`config.mk`:
```
export PLATFORM = sky130hd
export DESIGN_NAME = kbd_ascii_fifo_flat
export DESIGN_NICKNAME = d
export VERILOG_FILES = /design/src/rtl/kbd_pkg.sv /design/src/rtl/kbd_ascii_fifo_if.sv /design/src/rtl/kbd_scan2ascii.sv /design/src/rtl/kbd_ascii_fifo.sv /design/src/flat_wrapper.sv
export SDC_FILE = /design/constraint.sdc
export NUM_CORES = 1
export LEC_CHECK = 0
export ABC_AREA = 1
export CAP_MARGIN = 20
export CORE_ASPECT_RATIO = 1.1
export CORE_UTILIZATION = 61
export DETAILED_ROUTE_END_ITERATION = 10
export PLACE_DENSITY = 0.89
export SYNTH_ARGS = -nofsm -noshare
export SYNTH_HDL_FRONTEND = slang
export SYNTH_SLANG_ARGS = --single-unit
```
`constraint.sdc`:
```
create_clock -name clk -period 3.3 [get_ports clk]
set_input_delay 0.99 -clock clk [delete_from_list [all_inputs] [get_ports clk]]
set_output_delay 0.99 -clock clk [all_outputs]
set_load 0.005 [all_outputs]
```
`src/rtl/kbd_pkg.sv`:
```
// Shared definitions for the PS/2 keyboard-to-ASCII FIFO:
// acceptor FSM states, prefix bytes and modifier scan codes.
package kbd_pkg;

    typedef enum logic [1:0] {
        ST_IDLE   = 2'd0,
        ST_ACK    = 2'd1,
        ST_DECODE = 2'd2
    } kbd_state_t;

    localparam logic [7:0] SC_BREAK  = 8'hF0;
    localparam logic [7:0] SC_EXT    = 8'hE0;
    localparam logic [7:0] SC_LSHIFT = 8'h12;
    localparam logic [7:0] SC_RSHIFT = 8'h59;
    localparam logic [7:0] SC_CAPS   = 8'h58;
    localparam logic [7:0] SC_ENTER  = 8'h5A;
    localparam logic [7:0] SC_DELETE = 8'h71;

    function automatic logic is_lower(input logic [7:0] c);
        return (c >= 8'h61) && (c <= 8'h7A);
    endfunction

endpackage

```
`src/rtl/kbd_ascii_fifo_if.sv`:
```
// Bus bundle for kbd_ascii_fifo: PS/2 receiver handshake plus CPU read side.
interface kbd_ascii_fifo_if #(parameter int FIFO_DEPTH = 16);

    logic [7:0]                  ps2_data;
    logic                        ps2_ready;
    logic                        nextdata_n;
    logic                        rd;
    logic [7:0]                  rd_data;
    logic                        empty;
    logic                        full;
    logic [$clog2(FIFO_DEPTH):0] count;
    logic                        overflow;
    logic                        clr_ovf;

    modport slave (
        input  ps2_data, ps2_ready, rd, clr_ovf,
        output nextdata_n, rd_data, empty, full, count, overflow
    );

    modport master (
        output ps2_data, ps2_ready, rd, clr_ovf,
        input  nextdata_n, rd_data, empty, full, count, overflow
    );

endinterface

```
`src/rtl/kbd_scan2ascii.sv`:
```
// Combinational PS/2 set-2 (US layout) scan code to ASCII translator.
// Returns 8'h00 for any code that has no printable/control mapping.
module kbd_scan2ascii
    import kbd_pkg::*;
(
    input  logic [7:0] code,
    input  logic       shift,
    input  logic       caps,
    input  logic       ext,
    output logic [7:0] ascii
);

    logic [15:0] w_pair;
    logic [7:0]  w_lo;
    logic [7:0]  w_hi;
    logic        w_sel_hi;
    logic [7:0]  w_ext_ascii;

    // {unshifted, shifted}; keys without a shifted form repeat the same code
    always_comb begin
        w_pair = 16'h0000;
        case (code)
            8'h1C: w_pair = {8'h61, 8'h41};
            8'h32: w_pair = {8'h62, 8'h42};
            8'h21: w_pair = {8'h63, 8'h43};
            8'h23: w_pair = {8'h64, 8'h44};
            8'h24: w_pair = {8'h65, 8'h45};
            8'h2B: w_pair = {8'h66, 8'h46};
            8'h34: w_pair = {8'h67, 8'h47};
            8'h33: w_pair = {8'h68, 8'h48};
            8'h43: w_pair = {8'h69, 8'h49};
            8'h3B: w_pair = {8'h6A, 8'h4A};
            8'h42: w_pair = {8'h6B, 8'h4B};
            8'h4B: w_pair = {8'h6C, 8'h4C};
            8'h3A: w_pair = {8'h6D, 8'h4D};
            8'h31: w_pair = {8'h6E, 8'h4E};
            8'h44: w_pair = {8'h6F, 8'h4F};
            8'h4D: w_pair = {8'h70, 8'h50};
            8'h15: w_pair = {8'h71, 8'h51};
            8'h2D: w_pair = {8'h72, 8'h52};
            8'h1B: w_pair = {8'h73, 8'h53};
            8'h2C: w_pair = {8'h74, 8'h54};
            8'h3C: w_pair = {8'h75, 8'h55};
            8'h2A: w_pair = {8'h76, 8'h56};
            8'h1D: w_pair = {8'h77, 8'h57};
            8'h22: w_pair = {8'h78, 8'h58};
            8'h35: w_pair = {8'h79, 8'h59};
            8'h1A: w_pair = {8'h7A, 8'h5A};
            8'h45: w_pair = {8'h30, 8'h29};
            8'h16: w_pair = {8'h31, 8'h21};
            8'h1E: w_pair = {8'h32, 8'h40};
            8'h26: w_pair = {8'h33, 8'h23};
            8'h25: w_pair = {8'h34, 8'h24};
            8'h2E: w_pair = {8'h35, 8'h25};
            8'h36: w_pair = {8'h36, 8'h5E};
            8'h3D: w_pair = {8'h37, 8'h26};
            8'h3E: w_pair = {8'h38, 8'h2A};
            8'h46: w_pair = {8'h39, 8'h28};
            8'h0E: w_pair = {8'h60, 8'h7E};
            8'h4E: w_pair = {8'h2D, 8'h5F};
            8'h55: w_pair = {8'h3D, 8'h2B};
            8'h54: w_pair = {8'h5B, 8'h7B};
            8'h5B: w_pair = {8'h5D, 8'h7D};
            8'h5D: w_pair = {8'h5C, 8'h7C};
            8'h4C: w_pair = {8'h3B, 8'h3A};
            8'h52: w_pair = {8'h27, 8'h22};
            8'h41: w_pair = {8'h2C, 8'h3C};
            8'h49: w_pair = {8'h2E, 8'h3E};
            8'h4A: w_pair = {8'h2F, 8'h3F};
            8'h5A: w_pair = {8'h0A, 8'h0A};
            8'h66: w_pair = {8'h08, 8'h08};
            8'h29: w_pair = {8'h20, 8'h20};
            8'h0D: w_pair = {8'h09, 8'h09};
            8'h76: w_pair = {8'h1B, 8'h1B};
            default: w_pair = 16'h0000;
        endcase
    end

    always_comb begin
        w_ext_ascii = 8'h00;
        case (code)
            SC_ENTER:  w_ext_ascii = 8'h0A;
            SC_DELETE: w_ext_ascii = 8'h7F;
            default:   w_ext_ascii = 8'h00;
        endcase
    end

    assign w_lo     = w_pair[15:8];
    assign w_hi     = w_pair[7:0];
    // Caps lock only inverts the case of letters; symbols follow shift alone
    assign w_sel_hi = is_lower(w_lo) ? (shift ^ caps) : shift;
    assign ascii    = ext ? w_ext_ascii : (w_sel_hi ? w_hi : w_lo);

endmodule

```
`src/rtl/kbd_ascii_fifo.sv`:
```
// PS/2 byte acceptor, scan-code decoder with modifier tracking, and an
// ASCII character FIFO read by the CPU. FIFO_DEPTH must be a power of two.
module kbd_ascii_fifo
    import kbd_pkg::*;
#(
    parameter int FIFO_DEPTH = 16
) (
    input  logic               clk,
    input  logic               clrn,
    kbd_ascii_fifo_if.slave    bus
);

    localparam int             AW        = $clog2(FIFO_DEPTH);
    localparam logic [AW:0]    DEPTH_CNT = (AW + 1)'(FIFO_DEPTH);

    kbd_state_t    r_state;
    kbd_state_t    w_state_nxt;
    logic          w_accept;
    logic          w_decode;
    logic          w_nextdata_n;

    logic [7:0]    r_code;
    logic          r_brk;
    logic          r_ext;
    logic          r_shift_l;
    logic          r_shift_r;
    logic          r_caps;
    logic [7:0]    w_ascii;
    logic          w_push;

    logic [7:0]    r_mem [FIFO_DEPTH];
    logic [AW-1:0] r_wptr;
    logic [AW-1:0] r_rptr;
    logic [AW:0]   r_count;
    logic          r_ovf;
    logic          w_empty;
    logic          w_full;
    logic          w_wr;
    logic          w_rd;

    always_ff @(posedge clk or negedge clrn) begin
        if (!clrn) r_state <= ST_IDLE;
        else       r_state <= w_state_nxt;
    end

    always_comb begin
        w_state_nxt  = r_state;
        w_accept     = 1'b0;
        w_decode     = 1'b0;
        w_nextdata_n = 1'b1;
        case (r_state)
            ST_IDLE: begin
                if (bus.ps2_ready) begin
                    w_accept    = 1'b1;
                    w_state_nxt = ST_ACK;
                end
            end
            ST_ACK: begin
                w_nextdata_n = 1'b0;
                w_state_nxt  = ST_DECODE;
            end
            ST_DECODE: begin
                w_decode    = 1'b1;
                w_state_nxt = ST_IDLE;
            end
            default: w_state_nxt = ST_IDLE;
        endcase
    end

    always_ff @(posedge clk) begin
        if (w_accept) r_code <= bus.ps2_data;
    end

    kbd_scan2ascii u_scan2ascii (
        .code  (r_code),
        .shift (r_shift_l | r_shift_r),
        .caps  (r_caps),
        .ext   (r_ext),
        .ascii (w_ascii)
    );

    // Prefix bytes and modifiers all translate to 8'h00, so this covers them too
    assign w_push = w_decode && !r_brk && (w_ascii != 8'h00);

    // Modifiers are only recognised in their non-extended form
    always_ff @(posedge clk or negedge clrn) begin
        if (!clrn) begin
            r_brk     <= 1'b0;
            r_ext     <= 1'b0;
            r_shift_l <= 1'b0;
            r_shift_r <= 1'b0;
            r_caps    <= 1'b0;
        end else if (w_decode) begin
            if (r_code == SC_BREAK) begin
                r_brk <= 1'b1;
            end else if (r_code == SC_EXT) begin
                r_ext <= 1'b1;
            end else begin
                r_brk <= 1'b0;
                r_ext <= 1'b0;
                if (!r_ext) begin
                    if (r_code == SC_LSHIFT)           r_shift_l <= !r_brk;
                    if (r_code == SC_RSHIFT)           r_shift_r <= !r_brk;
                    if (r_code == SC_CAPS && !r_brk)   r_caps    <= !r_caps;
                end
            end
        end
    end

    assign w_empty = (r_count == '0);
    assign w_full  = (r_count == DEPTH_CNT);
    assign w_rd    = bus.rd && !w_empty;
    assign w_wr    = w_push && (!w_full || bus.rd);

    always_ff @(posedge clk) begin
        if (w_wr) r_mem[r_wptr] <= w_ascii;
    end

    always_ff @(posedge clk or negedge clrn) begin
        if (!clrn) begin
            r_wptr  <= '0;
            r_rptr  <= '0;
            r_count <= '0;
            r_ovf   <= 1'b0;
        end else begin
            if (w_wr) r_wptr <= r_wptr + 1'b1;
            if (w_rd) r_rptr <= r_rptr + 1'b1;
            case ({w_wr, w_rd})
                2'b10:   r_count <= r_count + 1'b1;
                2'b01:   r_count <= r_count - 1'b1;
                default: r_count <= r_count;
            endcase
            // A dropped character wins over a same-cycle clear
            if (w_push && w_full && !bus.rd) r_ovf <= 1'b1;
            else if (bus.clr_ovf)            r_ovf <= 1'b0;
        end
    end

    assign bus.nextdata_n = w_nextdata_n;
    assign bus.rd_data    = w_empty ? 8'h00 : r_mem[r_rptr];
    assign bus.empty      = w_empty;
    assign bus.full       = w_full;
    assign bus.count      = r_count;
    assign bus.overflow   = r_ovf;

endmodule

```
`src/flat_wrapper.sv`:
```
// flat-port wrapper written by rule: the top's interface ports become plain ports
module kbd_ascii_fifo_flat import kbd_pkg::*;
#(
    parameter int FIFO_DEPTH = 16
)
  (clk, clrn, bus_ps2_data, bus_ps2_ready, bus_rd, bus_clr_ovf, bus_nextdata_n, bus_rd_data, bus_empty, bus_full, bus_count, bus_overflow);
  kbd_ascii_fifo_if #(.FIFO_DEPTH(FIFO_DEPTH)) bus_i ();
  input  logic clk;
  input  logic clrn;
  input wire logic [$bits(bus_i.ps2_data)-1:0] bus_ps2_data;
  input wire logic [$bits(bus_i.ps2_ready)-1:0] bus_ps2_ready;
  input wire logic [$bits(bus_i.rd)-1:0] bus_rd;
  input wire logic [$bits(bus_i.clr_ovf)-1:0] bus_clr_ovf;
  output wire logic [$bits(bus_i.nextdata_n)-1:0] bus_nextdata_n;
  output wire logic [$bits(bus_i.rd_data)-1:0] bus_rd_data;
  output wire logic [$bits(bus_i.empty)-1:0] bus_empty;
  output wire logic [$bits(bus_i.full)-1:0] bus_full;
  output wire logic [$bits(bus_i.count)-1:0] bus_count;
  output wire logic [$bits(bus_i.overflow)-1:0] bus_overflow;
  assign bus_i.ps2_data = bus_ps2_data;
  assign bus_i.ps2_ready = bus_ps2_ready;
  assign bus_i.rd = bus_rd;
  assign bus_i.clr_ovf = bus_clr_ovf;
  assign bus_nextdata_n = bus_i.nextdata_n;
  assign bus_rd_data = bus_i.rd_data;
  assign bus_empty = bus_i.empty;
  assign bus_full = bus_i.full;
  assign bus_count = bus_i.count;
  assign bus_overflow = bus_i.overflow;
  kbd_ascii_fifo #(.FIFO_DEPTH(FIFO_DEPTH)) u_core (.clk(clk), .clrn(clrn), .bus(bus_i));
endmodule
```
==> results of run 1 <==
[what timing repair did]
action	4_1_cts	5_1_grt
pin swaps	18	9
setup endpoints to repair	8	94
gates resized for setup	36	47
gates cloned	5	0
buffers inserted	8	4
[layer usage]
layer	share of wire (%)	up-vias	wire (um)	track usage, %
met3	11	169	2740	7.59
met4	7.1	0	1810	25.0
met2	50	650	12600	66.1
li1	-	3093	-	-
met5	0	-	0	0
met1	32	3336	8130	43.9
[state kept, by name (all words and copies together), names as in the netlist, named ones only]
register             count
u_core.r_brk             1
u_core.r_ext             1
u_core.bus.overflow      1
u_core.r_caps            1
u_core.r_mem           112
u_core.r_state           2
u_core.r_rptr            4
u_core.r_shift_r         1
u_core.r_shift_l         1
u_core.bus.count         5
u_core.r_wptr            4
u_core.r_code            8
[synth_stat cells, types with 2 or more instances]
master and n:
sky130_fd_sc_hd__o21ai_4 3, sky130_fd_sc_hd__nand2_1 124, sky130_fd_sc_hd__nor3_1 7, sky130_fd_sc_hd__dfxtp_1 14, sky130_fd_sc_hd__edfxtp_1 120, sky130_fd_sc_hd__clkbuf_1 22, sky130_fd_sc_hd__nand2_4 4, sky130_fd_sc_hd__o31ai_1 3
sky130_fd_sc_hd__inv_4 2, sky130_fd_sc_hd__o21ai_0 89, sky130_fd_sc_hd__clkinv_1 2, sky130_fd_sc_hd__nand2_2 6, sky130_fd_sc_hd__o211ai_1 5, sky130_fd_sc_hd__or2_2 3, sky130_fd_sc_hd__buf_1 4, sky130_fd_sc_hd__xor2_1 7
sky130_fd_sc_hd__dfrtp_1 21, sky130_fd_sc_hd__inv_2 4, sky130_fd_sc_hd__nor2_4 3, sky130_fd_sc_hd__a22o_1 2, sky130_fd_sc_hd__nand3_2 3, sky130_fd_sc_hd__nor4_1 2, sky130_fd_sc_hd__buf_2 4, sky130_fd_sc_hd__a211oi_1 4
sky130_fd_sc_hd__nand3_4 2, sky130_fd_sc_hd__a21oi_1 23, sky130_fd_sc_hd__a31oi_1 6, sky130_fd_sc_hd__o21ai_1 15, sky130_fd_sc_hd__nand3_1 49, sky130_fd_sc_hd__o311ai_1 2, sky130_fd_sc_hd__nor2_2 9, sky130_fd_sc_hd__nand4_1 13
sky130_fd_sc_hd__inv_1 73, sky130_fd_sc_hd__buf_6 3, sky130_fd_sc_hd__o21ai_2 2, sky130_fd_sc_hd__xnor2_1 2, sky130_fd_sc_hd__o221ai_1 22, sky130_fd_sc_hd__nor2_1 119, sky130_fd_sc_hd__o22ai_1 10, sky130_fd_sc_hd__ha_1 16
[worst max-delay path by stage]
stage,endpoint,slack [ns],cells past startpoint
after floorplan,u_core.bus.count[4]$_DFFE_PN0P_,0.25,21
after global placement,u_core.bus.count[4]$_DFFE_PN0P_,0.05,13
after detailed placement,flop,-0.02,15
after CTS,bus_rd_data[2],0.005,8
after global routing,u_core.bus.count[4]$_DFFE_PN0P_,-0.15,16
final,bus_rd_data[2],-0.01,10
[worst reg2reg max path, delay by kind of cell (launching register included)]
family | cells | cell delay, ns
buf+inv | 2 | 0.24
simple gates | 16 | 1.68
compound gates | 1 | 0.06
flops | 1 | 0.44
xor+xnor | 1 | 0.18
fa+ha+maj | 2 | 0.60
[through the flow]
stage,TNS (ns),std cells,cell area (um^2),utilization (%),hold slack [ns]
final,-0.0168,1083,9720,77.2,0.484
after global routing,-2.96,1083,9720,77.2,0.501
after CTS,0,1079,9570,76.0,0.488
after detailed placement,-0.0293,1034,8650,68.7,0.469
after global placement,0,1034,8650,68.7,0.465
after floorplan,0,831,7890,-,0.446
[logic make-up after synthesis]
kind of cell,count (synthesis)
buf+inv,115
compound gates,189
flops,155
fa+ha+maj,17
xor+xnor,9
other cells,1
simple gates,345
[power by group through the flow]
stage	Sequential [mW]	Clock, mW	Combinational (mW)
floorplan	2.47	0	1.66
global placement	2.50	0	2.60
detailed placement	2.51	0	2.71
CTS	2.49	2.03	3.20
global route	2.51	2.15	3.78
finish	2.50	2.08	3.57
[cell type report]
| type | instances | area share, % |
|---|---|---|
| clock buffer | 20 | 4.70 |
| clock inverter | 12 | 1.67 |
| inverter | 81 | 3.28 |
| multi-input combinational | 561 | 32.6 |
| sequential | 155 | 45.4 |
| tap | 157 | 2.02 |
| timing repair buffer | 97 | 10.3 |
==> metrics.txt, run 1 <==
count of final setup violators 3; DRC Markers 0; start point of the critical path u_core.r_rptr[0]$_DFFE_PN0P_; final-layout fill cell count 780; count of flip-flops with a built-in enable after synthesis 120; mux share of post-synthesis cell area 0%; via count of the first global-routing pass between 7,000 and 8,000; proportion of netlist area held by the largest area contributor 45.6%; crit path DAT roughly 2.3 ns; all-layer global routing usage approximately 38%; largest clock skew in the final design around 0.011 ns; CTS tree yes; fin crit period roughly 3.3 ns; achievable frequency slightly above 300 MHz; Critical Path Slowest Stage Cell sky130_fd_sc_hd__dfrtp_2; row count 43; die outline area 0.0134 mm^2; Vias per Instance approximately 6.7; net count after synthesis around 860; cells on worst reg2reg path 22; critical setup path kind reg2out; post-synth design cell area 0.00789 mm^2; most common library cell in the layout ignoring fill and taps sky130_fd_sc_hd__nand2_1; worst-case setup margin in the final layout -0.0123 ns; number of buffers inserted for hold repair after clock tree synthesis 0; placed wire-length estimate after detailed placement 13.7 mm; via count of the routed design between 7,000 and 8,000; Slew headroom 45.3%; post-synthesis cell type with the largest combined area sky130_fd_sc_hd__edfxtp_1; source of the worst register-to-register timing path u_core.r_code[7]$_DFFE_PP_; switching power share of the total 38.6%; routed wire length around 25 mm; initial core utilization between 60% and 70%; min-delay worst type reg2reg; number of distinct standard cells referenced by the synthesized netlist 47; most area-consuming cells after synthesis sky130_fd_sc_hd__edfxtp_1 46%, sky130_fd_sc_hd__dfrtp_1 6.7%, sky130_fd_sc_hd__nand2_1 5.9%; Hold Violations, Final 0; complex-gate fraction of the synthesized area around 15%; CTS H-tree depth 4; Clock Latency Late Sink between 0.4 and 0.5 ns; largest delay contributor family on the critical path buffers and inverters; clock root cell sky130_fd_sc_hd__clkbuf_16; Worst Hold End u_core.r_state[1]$_DFFE_PN0P_; static leakage 3.91 nW; number of sinks on the clock net approximately 160; ant diodes 0; total power between 8 and 9 mW; Pins Over Slew Limit 0; cell mode on critical path sky130_fd_sc_hd__nor2_1; Yosys warning count 0; share of power burned in the clock network 25.5%; routability congestion estimate from global placement 1.02; RSZ-0062 raised after global routing true; number of nets in the layout approximately 940; average detailed-routed wire length per instance 23.3 um; most frequent cells in the layout 123 x sky130_fd_sc_hd__nand2_1, 120 x sky130_fd_sc_hd__edfxtp_1, 106 x sky130_fd_sc_hd__nor2_1, 74 x sky130_fd_sc_hd__o21ai_0, 71 x sky130_fd_sc_hd__inv_1; ratio of total power to cell area about 840 mW/mm^2; syn avg cell area around 9.5 um^2; cell count of the worst hold path 1; input/output buffers 28; total clock buffers created by CTS 17; total buffers and inverters traversed by the critical path 4; Starting DRT DRC Count ~1,200; part of the total power dissipated in combinational logic 43.8%; total I/O pin count 30; Final Cycle Share 100%; violated checks negative setup slack; maximum number of buffers from clock root to sink 2; delay of the slowest cell on the worst path around 0.45 ns; actual transition at the worst max-transition pin approximately 0.82 ns; height of the chip approximately 120 um; area occupied by registers 0.00441 mm^2; async set-or-reset flop fraction in the synthesized netlist between 10% and 20%; clock transition at the register clock pins on the worst setup and hold paths after CTS 0.06 ns; reg2reg setup slack roughly 0.03 ns; Crit. End Element output pin; CP startpoint kind flop; worst-case setup slack after placement -0.0154 ns; run status complete, but fails checks; worst-path cell chain buf_6, buf_4, bufbuf_16, nor2_2, o22ai_2, nor2_1, nor2_1, o21ai_1, a21oi_2, dlygate4sd2_1; area of the core between 0.01 and 0.015 mm^2; first-pass GRT wire length slightly below 40 mm; growth of design area from synthesis to finish 23.1%; antenna violations before repair 0; synthesized-area fraction occupied by adder cells 2.79%; Worst Path Max Fanout 14; fraction of final layout cells sized beyond drive strength 1 between 10% and 20%; part of the total power dissipated in sequential elements a little under a third; maximum VDD drop 0.000725 V; hold path startpoint u_core.r_state[1]$_DFFE_PN0P_; share of the synthesized netlist area taken by xor and xnor gates less than 1%; FF+latch count, synth 155; Antenna Nets Post-Route 0; largest family of logic cells by synthesized area simple AND/OR/NAND/NOR gates; Die Width 110 um; first drt pass iteration count 8; Psw 3.15 mW; Simple-Gate Fraction of Synth Area between 10% and 20%; multi-input gate area in the final layout 0.00317 mm^2; portion of the post-synthesis area used by sequential elements between 50% and 60%; Synth Instances about 830; critical path required time about 2.3 ns; main flop type after synthesis sky130_fd_sc_hd__edfxtp_1; reg2reg end u_core.bus.count[4]$_DFFE_PN0P_; internal power component ~5.0 mW; pin count of the biggest net entering global routing 30; max cap viols 0; total global routing overflow 0
Note: power is estimated with default switching activity, not from simulation.
==> inputs of run 2 (changes only) <==
- PLACE_DENSITY: 0.89 -> 0.82
==> metrics.txt, run 2 (synthesis gave the netlist of run 1 again) <==
number of sinks on the clock net 155 (unchanged); CP startpoint kind flop; start point of the critical path u_core.r_rptr[2]$_DFFE_PN0P_; Vias per Instance 6.25 (-6.7%); routed wire length 22.4 mm (-11%); Slew headroom 38.9% (-6.3 points); Pins Over Slew Limit 0 (unchanged); number of nets in the layout 952 (+0.95%); pin count of the biggest net entering global routing 29 (-3.3%); height of the chip 121 um (unchanged); growth of design area from synthesis to finish 21.0%; flip-flop count of the largest register after layout 112 (unchanged); ratio of total power to cell area 778 mW/mm^2 (-7.3%); max cap viols 0 (unchanged); clock transition at the register clock pins on the worst setup and hold paths after CTS 0.07 ns (about the same); register with the most flip-flops u_core.r_mem; die outline area 0.0134 mm^2 (unchanged); input/output buffers 28 (unchanged); static leakage 3.88 nW (-0.72%); Worst Path Max Fanout 15 (+1); fin crit period 3.21 ns (-0.102 ns); reg2reg end u_core.bus.count[4]$_DFFE_PN0P_; run status complete, no violations; Final Cycle Share 97.3% (-3.1 points); fraction of final layout cells sized beyond drive strength 1 17.5% (-2.3 points); placed wire-length estimate after detailed placement 14.8 mm (+7.6%); clock root cell sky130_fd_sc_hd__clkbuf_16; total clock buffers created by CTS 17 (unchanged); most frequent cells in the layout 124 x sky130_fd_sc_hd__nand2_1, 120 x sky130_fd_sc_hd__edfxtp_1, 117 x sky130_fd_sc_hd__nor2_1, 87 x sky130_fd_sc_hd__o21ai_0, 71 x sky130_fd_sc_hd__inv_1; Crit. End Element output pin; Starting DRT DRC Count 680 (-41%); DRC Markers 0 (unchanged); final total negative setup slack 0 ns (+0.0168 ns); area of the core 0.0126 mm^2 (unchanged); first-pass GRT wire length 34.6 mm (-11%); average detailed-routed wire length per instance 20.5 um (-12%); ant diodes 0 (unchanged); initial core utilization 62.7% (unchanged); reg2reg setup slack 0.10 ns (+0.07 ns); maximum number of buffers from clock root to sink 2 (unchanged); worst-case setup margin in the final layout 0.0894 ns (+0.102 ns); Die Width 110 um (unchanged); critical path required time 2.31 ns (about the same); actual transition at the worst max-transition pin 0.912 ns (+0.0944 ns); RSZ-0062 raised after global routing true; via count of the first global-routing pass 6,681 (-6.5%); Hold Violations, Final 0 (unchanged); maximum VDD drop 0.000649 V (-10%); antenna violations before repair 0 (unchanged); Critical Path End bus_rd_data[0]; Antenna Nets Post-Route 0 (unchanged); Clock Latency Late Sink 0.43 ns (about the same); CTS H-tree depth 4 (unchanged); CTS tree yes; routability congestion estimate from global placement 0.951 (-7.2%); count of final setup violators 0 (-3); most common library cell in the layout ignoring fill and taps sky130_fd_sc_hd__nand2_1; via count of the routed design 6,821 (-5.9%); critical setup path kind reg2out; all-layer global routing usage 34.3% (-4.1 points); row count 43 (unchanged); largest clock skew in the final design 0.0147 ns (+0.00357 ns); worst-case setup slack after placement -0.0598 ns (-0.0444 ns); min-delay worst type reg2reg; source of the worst register-to-register timing path u_core.r_code[7]$_DFFE_PP_; total I/O pin count 30 (unchanged); total global routing overflow 0 (unchanged); first drt pass iteration count 7 (-1); crit path DAT 2.22 ns (-0.10 ns); achievable frequency 311 MHz (+3.2%); cells on worst reg2reg path 22 (unchanged)
-- run 2: final cells by class --
cell class                      instances  area [um^2]
Clock buffer                           19          433
Clock inverter                         13          118
Fill cell                             829         3040
Timing Repair Buffer                  106         1010
Multi-Input combinational cell        561         3070
Tap cell                              157          196
Inverter                               81          317
Sequential cell                       155         4410
-- run 2: critical path: stages (launching register included) --
cell and delay (ns):
sky130_fd_sc_hd__dfrtp_1 0.41, sky130_fd_sc_hd__inv_1 0.47, sky130_fd_sc_hd__o221ai_1 0.37, sky130_fd_sc_hd__nand3_1 0.21, sky130_fd_sc_hd__a21oi_1 0.08, sky130_fd_sc_hd__dlygate4sd2_1 0.26
-- run 2: stage by stage --
| step | power [mW] | cell area (um^2) | hold WS, ns | utilization, % | std cells |
|---|---|---|---|---|---|
| 6_report | 7.43 | 9550 | 0.477 | 75.9 | 1092 |
| 5_1_grt | 7.76 | 9550 | 0.521 | 75.9 | 1092 |
| 4_1_cts | 7.25 | 9440 | 0.476 | 75.0 | 1085 |
| 3_5_place_dp | 5.19 | 8730 | 0.466 | 69.4 | 1050 |
| 3_3_place_gp | 5.09 | 8730 | 0.468 | 69.4 | 1050 |
| 2_1_floorplan | 4.13 | 7890 | 0.446 | - | 831 |
-- run 2: routing by layer --
layer	GRT usage, %	routed length, um	up-vias	part of all wire, %
met1	39.0	7940	3196	35
met4	25.3	1520	0	6.8
met5	0	0	-	0
met3	5.59	1700	98	7.6
li1	-	-	3088	-
met2	58.8	11300	439	50
-- run 2: worst min-delay path by stage --
stage                                       from                           end  cells past startpoint
detailed placement     u_core.r_caps$_DFFE_PN0P_     u_core.r_caps$_DFFE_PN0P_                      1
global placement    u_core.r_shift_r$_DFFE_PN0P_  u_core.r_shift_r$_DFFE_PN0P_                      2
floorplan              u_core.r_caps$_DFFE_PN0P_     u_core.r_caps$_DFFE_PN0P_                      1
finish                 u_core.r_caps$_DFFE_PN0P_     u_core.r_caps$_DFFE_PN0P_                      1
global route            u_core.r_brk$_DFFE_PN0P_  u_core.r_shift_l$_DFFE_PN0P_                      1
CTS                    u_core.r_caps$_DFFE_PN0P_     u_core.r_caps$_DFFE_PN0P_                      1
-- run 2: repair_timing --
action / CTS / global route
pin swaps: 9 / 7
setup endpoints to repair: 7 / 4
gates resized for setup: 31 / 7
cloned: 2 / 1
hold buffers: 0 / 0
setup buffers: 1 / 5
-- run 2: power breakdown --
| group | switching, mW | internal [mW] |
|---|---|---|
| Clock | 0.807 | 1.04 |
| Sequential | 0.171 | 2.33 |
| Combinational | 1.84 | 1.23 |
